File: src/rtl/imem_loader.sv
// imem_loader: receives a length-prefixed byte stream, writes it as 32-bit words into instruction memory, and checks its checksum
module imem_loader #(
  parameter logic [31:0] BASE_ADDR = 32'h0,
  parameter int          MAX_WORDS = 1024
) (
  input  logic        clk,
  input  logic        reset,
  input  logic        byte_valid_i,
  input  logic [7:0]  byte_data_i,
  output logic        byte_ready_o,
  input  logic        start_i,
  output logic [31:0] addr_imem_ram_o,
  output logic [31:0] wr_instr_imem_ram_o,
  output logic        wr_en_imem_ram_o,
  output logic        cpu_hold_o,
  output logic        done_o,
  output logic        err_o
);
  typedef enum logic [2:0] {S_LEN_HI, S_LEN_LO, S_DATA, S_CSUM, S_DONE, S_ERR} state_t;

  state_t      r_state, w_next;
  logic [15:0] r_len, r_word_idx;
  logic [1:0]  r_byte_idx;
  logic [7:0]  r_csum;
  logic [23:0] r_word;
  logic [31:0] r_addr, r_instr;
  logic        r_wr_en;
  logic        w_acc, w_last_byte, w_last_word, w_rearm;
  logic [15:0] w_len;

  assign byte_ready_o = (r_state != S_DONE) && (r_state != S_ERR);
  assign w_acc        = byte_valid_i & byte_ready_o;
  assign w_len        = {r_len[15:8], byte_data_i};
  assign w_last_byte  = r_byte_idx == 2'd3;
  assign w_last_word  = (r_word_idx + 16'd1) == r_len;
  assign w_rearm      = start_i && (r_state == S_DONE || r_state == S_ERR);

  // State register; reset forces the length-high state immediately
  always_ff @(posedge clk or negedge reset) begin
    if (!reset) r_state <= S_LEN_HI;
    else        r_state <= w_next;
  end

  // Next-state and status outputs
  always_comb begin
    w_next     = r_state;
    cpu_hold_o = 1'b1;
    done_o     = 1'b0;
    err_o      = 1'b0;
    case (r_state)
      S_LEN_HI: if (w_acc) w_next = S_LEN_LO;
      S_LEN_LO: if (w_acc) w_next = (32'(w_len) > MAX_WORDS) ? S_ERR : (w_len == 16'd0) ? S_CSUM : S_DATA;
      S_DATA:   if (w_acc && w_last_byte && w_last_word) w_next = S_CSUM;
      S_CSUM:   if (w_acc) w_next = (byte_data_i == r_csum) ? S_DONE : S_ERR;
      S_DONE: begin
        cpu_hold_o = 1'b0;
        done_o     = 1'b1;
        if (start_i) w_next = S_LEN_HI;
      end
      S_ERR: begin
        err_o = 1'b1;
        if (start_i) w_next = S_LEN_HI;
      end
      default: w_next = S_LEN_HI;
    endcase
  end

  // Length capture, word assembly, checksum and the one-cycle memory write
  always_ff @(posedge clk or negedge reset) begin
    if (!reset) begin
      r_len      <= '0;
      r_word_idx <= '0;
      r_byte_idx <= '0;
      r_csum     <= '0;
      r_word     <= '0;
      r_addr     <= '0;
      r_instr    <= '0;
      r_wr_en    <= 1'b0;
    end else begin
      r_wr_en <= 1'b0;
      if (w_rearm) begin
        r_word_idx <= '0;
        r_byte_idx <= '0;
        r_csum     <= '0;
      end else if (w_acc) begin
        if (r_state == S_LEN_HI) r_len[15:8] <= byte_data_i;
        if (r_state == S_LEN_LO) r_len[7:0] <= byte_data_i;
        if (r_state == S_DATA) begin
          r_csum     <= r_csum ^ byte_data_i;
          r_byte_idx <= r_byte_idx + 2'd1;
          r_word     <= {r_word[15:0], byte_data_i};
          if (w_last_byte) begin
            r_wr_en    <= 1'b1;
            r_instr    <= {r_word, byte_data_i};
            r_addr     <= BASE_ADDR + {14'd0, r_word_idx, 2'b00};
            r_word_idx <= r_word_idx + 16'd1;
          end
        end
      end
    end
  end

  assign addr_imem_ram_o     = r_addr;
  assign wr_instr_imem_ram_o = r_instr;
  assign wr_en_imem_ram_o    = r_wr_en;
endmodule
File: config.mk
export PLATFORM = sky130hd
export DESIGN_NAME = imem_loader
export DESIGN_NICKNAME = d
export VERILOG_FILES = /design/src/rtl/imem_loader.sv
export SDC_FILE = /design/constraint.sdc
export NUM_CORES = 1
export LEC_CHECK = 0
export CAP_MARGIN = 40
export CELL_PAD_IN_SITES_DETAIL_PLACEMENT = 0
export CELL_PAD_IN_SITES_GLOBAL_PLACEMENT = 2
export CORE_UTILIZATION = 37
export CTS_CLUSTER_DIAMETER = 150
export DETAILED_ROUTE_END_ITERATION = 8
export GPL_ROUTABILITY_DRIVEN = 0
export PLACE_DENSITY_LB_ADDON = 0.1
export SKIP_CTS_REPAIR_TIMING = 1
export SYNTH_ARGS = -nofsm -noshare
export SYNTH_HDL_FRONTEND = slang
export SYNTH_SLANG_ARGS = --single-unit
File: constraint.sdc
create_clock -name clk -period 5.2 [get_ports clk]
set_input_delay 0.52 -clock clk [delete_from_list [all_inputs] [get_ports clk]]
set_output_delay 0.52 -clock clk [all_outputs]
set_load 0.01 [all_outputs]
==> flow_metrics.py <==
metrics = {
    "route": {
        "drt_pass1_iterations": 7,
        "num_vias": 4204,
        "drt_drc_violations_left": 0,
        "route.detailed.vias_per_inst": 5.07,
        "drt-total-wl_microns": 13000,
        "route.antenna.remaining_nets": 0,
        "drt-initial-drc-count": 276,
        "routed_wire_length_per_instance_microns": 15.7,
    },
    "grt": {
        "grt_start_max_net_pins": 65,
        "grt_first_pass_wirelength_microns": 22000,
        "globalRouteMet3Util_pct": 5.13,
        "vias_in_the_first_global_route": 4188,
        "groute.usage.overall_pct": 18.1,
        "gr-max-usage-layer": "met2",
        "use_met2_pct": 27.5,
        "antenna_found_initial": 0,
        "grtUsageMet1_pct": 24.8,
        "grt.overflow.total": 0,
    },
    "timing": {
        "final_min_period_over_clock_period_pct": 56.5,
        "final_setup_violation_count": 0,
        "finalHoldViolCount": 0,
        "finClkSkew_ns": 0.00639,
        "final_period_minus_worst_setup_slack_ns": 2.94,
        "tightest_slew_ns": 0.934,
        "final.setup.tns_ns": 0,
        "drv_slew": 0,
        "grt_setup_unrepaired": "false",
        "timing.fmax_mhz": 340,
        "slew_headroom_pct": 37.6,
        "whs_ns": 0.154,
    },
    "yosys": {
        "ys_async_sr_fraction_pct": 100,
        "yosys_warn_count": 0,
        "number_of_synthesized_flops_with_an_enable_pin": 0,
        "netlist_area_sq_um": 5610,
        "ys_types": 55,
        "synthCells": 579,
        "synthesis.area_per_instance_sq_um": 9.70,
        "sequential_share_of_the_synthesized_area_pct": 52.6,
        "yosys_register_bits": 118,
        "ys_dominant_reg_cell": "dfrtp_1",
    },
    "setup_path": {
        "critical_path_arrival_ns": 3.23,
        "critical_path_class": "input port to flip-flop",
        "critical_path_peak_fanout": 38,
        "worstSetupEndpointType": "flip-flop",
        "start_kind": "input port",
        "crit_required_ns": 5.49,
    },
    "worst_hold_path": {
        "hp-class": "input port to async pin",
    },
    "floorplan": {
        "initial_utilization_pct": 38.3,
        "die_height_microns": 125,
        "std_cell_rows": 44,
        "die_width_microns": 125,
        "die-area_sq_um": 15700,
        "core-area_sq_um": 14600,
        "io-pin-count": 81,
    },
    "clocking": {
        "path_clk_slew_ns": 0.05,
        "cts_inserted_buffers": 17,
        "clockBufferDepth": 2,
        "clockRootBuffer": "clkbuf_16",
        "tritoncts_num_sinks": 118,
        "cts_htree_levels": 4,
        "clk_latency_worst_skew_pair_ns": 0.41,
        "cts_tree": "done",
    },
    "power_and_ir_drop": {
        "power.density_cell_area_nw_per_um2": 380,
        "pwr-share-seq_pct": 43.1,
        "sw_frac_of_total_pct": 26.7,
        "worst_ir_drop_vdd_v": 0.000229,
        "switch_pwr_uw": 697,
        "power.clock.fraction_pct": 41.1,
        "power_leakage_uw": 0.00325,
        "cellInternalPower_uw": 1910,
        "combinationalPowerShare_pct": 15.7,
    },
    "flow_run": {
        "max-cap-violations": 0,
    },
    "cells_and_area": {
        "antenna-diode-count": 0,
        "final_nets": 648,
        "post_route_cells_drive_above_1_share_pct": 12.4,
        "flow.area_growth_from_synthesis_pct": 22.2,
    },
    "placement": {
        "hpwlAfterDp_microns": 8650,
        "port-buffer-count": 64,
    },
    "outcome": {
        "status": "finished, final reports clean",
    },
}
[sequential cells by signal, indices dropped and copies added, names as in the netlist]
signal               count
addr_imem_ram_o         16
r_csum                   8
r_word                  24
wr_en_imem_ram_o         1
r_byte_idx               2
r_word_idx              16
r_state                  3
r_len                   16
wr_instr_imem_ram_o     32
[through the flow]
stage | power [uW] | cells | cell area, sq um | util [%] | worst slack, ns
after global routing | 2740 | 830 | 6860 | 46.8 | 1.88
final | 2600 | 830 | 6860 | 46.8 | 2.26
after floorplan | 1410 | 594 | 5670 | - | 3.09
after detailed placement | 1550 | 799 | 6320 | 43.1 | 1.80
after CTS | 2640 | 830 | 6860 | 46.8 | 2.23
after global placement | 1540 | 799 | 6320 | 43.1 | 1.85
[final timing paths]
path                                        start                                  end  slack, ns  cells past startpoint
setup / recovery                     byte_valid_i           r_word_idx[15]$_DFFE_PN0P_       2.26                      9
hold / removal                              reset       addr_imem_ram_o[9]$_DFFE_PN0P_       0.15                      1
setup reg to reg           r_state[1]$_DFFE_PN0P_           r_word_idx[15]$_DFFE_PN0P_       2.43                      7
hold reg to reg            r_word[22]$_DFFE_PN0P_  wr_instr_imem_ram_o[30]$_DFFE_PN0P_       0.47                      2
max in group asynchronous                   reset                r_word[1]$_DFFE_PN0P_       3.76                      2
min in group clk           r_word[22]$_DFFE_PN0P_  wr_instr_imem_ram_o[30]$_DFFE_PN0P_       0.47                      2
[routing by layer]
layer | up-vias | share of wire [%]
met4 | 0 | 1.6
met5 | - | 0
li1 | 2040 | -
met3 | 18 | 3.8
met2 | 88 | 46
met1 | 2058 | 49
[cells by family (layout without fill, tap and decap cells)]
| family | after synthesis | in the layout | share of synthesized area, % |
|---|---|---|---|
| and+or+nand+nor | 256 | 256 | 20.3 |
| DFF | 118 | 118 | 52.6 |
| AOI/OAI and AO/OA | 82 | 82 | 9.23 |
| buffers and inverters | 56 | 108 | 5.55 |
| muxes | 41 | 41 | 8.22 |
| xor gates and xnor gates | 23 | 23 | 3.59 |
| adders and majority gates | 2 | 2 | 0.446 |
| other | 1 | 16 | 0.0668 |
[cells in the final DEF, fill, tap and decap left out, types with 3 or more instances in the layout]
cell / netlist / final
nand2_1: 173 / 172
buf_4: 20 / 7
xnor2_1: 11 / 11
clkbuf_8: 0 / 6
nand3_1: 8 / 8
clkbuf_16: 0 / 17
dfrtp_1: 118 / 118
mux2_2: 40 / 40
nor3_1: 3 / 3
inv_1: 7 / 7
nor2_1: 32 / 32
nand3b_1: 3 / 3
and3_1: 4 / 4
a21oi_1: 8 / 8
nand2b_1: 5 / 5
o211ai_1: 3 / 3
o21ai_0: 42 / 42
nor4_1: 7 / 7
clkbuf_1: 14 / 6
nand4_1: 3 / 3
o31ai_1: 6 / 6
conb_1: 1 / 16
clkdlybuf4s50_1: 0 / 63
xor2_1: 12 / 12
[power groups by stage]
| stage | clock [uW] | sequential (uW) | combinational, uW |
|---|---|---|---|
| detailed placement | 0 | 1140 | 413 |
| finish | 1070 | 1120 | 409 |
| global placement | 0 | 1140 | 404 |
| floorplan | 0 | 1090 | 326 |
| CTS | 1100 | 1120 | 415 |
| global route | 1140 | 1140 | 458 |
[synth_stat cells, types with 4 or more instances]
library cell | count | area share, %
o31ai_1 | 6 | 0.80
inv_1 | 7 | 0.47
buf_2 | 9 | 0.80
xnor2_1 | 11 | 1.7
nand2b_1 | 5 | 0.56
nand3_1 | 8 | 0.71
xor2_1 | 12 | 1.9
buf_4 | 20 | 2.7
dfrtp_1 | 118 | 53
mux2_2 | 40 | 8.0
nor2_1 | 32 | 2.1
o21ai_0 | 42 | 3.7
a21oi_1 | 8 | 0.71
and3_1 | 4 | 0.45
clkbuf_1 | 14 | 0.94
nor4_1 | 7 | 0.78
nand2_1 | 173 | 12
buf_1 | 4 | 0.27
[worst max-delay path, stage by stage]
cell             delay (ns)
clkdlybuf4s50_1        0.59
nor4bb_4               0.32
buf_4                  0.35
nand2_2                0.49
inv_1                  0.20
buf_4                  0.40
o21a_1                 0.18
o21ai_0                0.06
o41ai_1                0.10
[final cells by class]
class | instances | area, sq um
clock buffers | 29 | 531
clock inverters | 2 | 12.5
fillers | 1415 | 7780
inverters | 7 | 26.3
multi-input cells | 420 | 2420
flip-flops and latches | 118 | 2950
well taps | 184 | 230
repair buffers | 70 | 683
(Power assumes the default switching activity.)
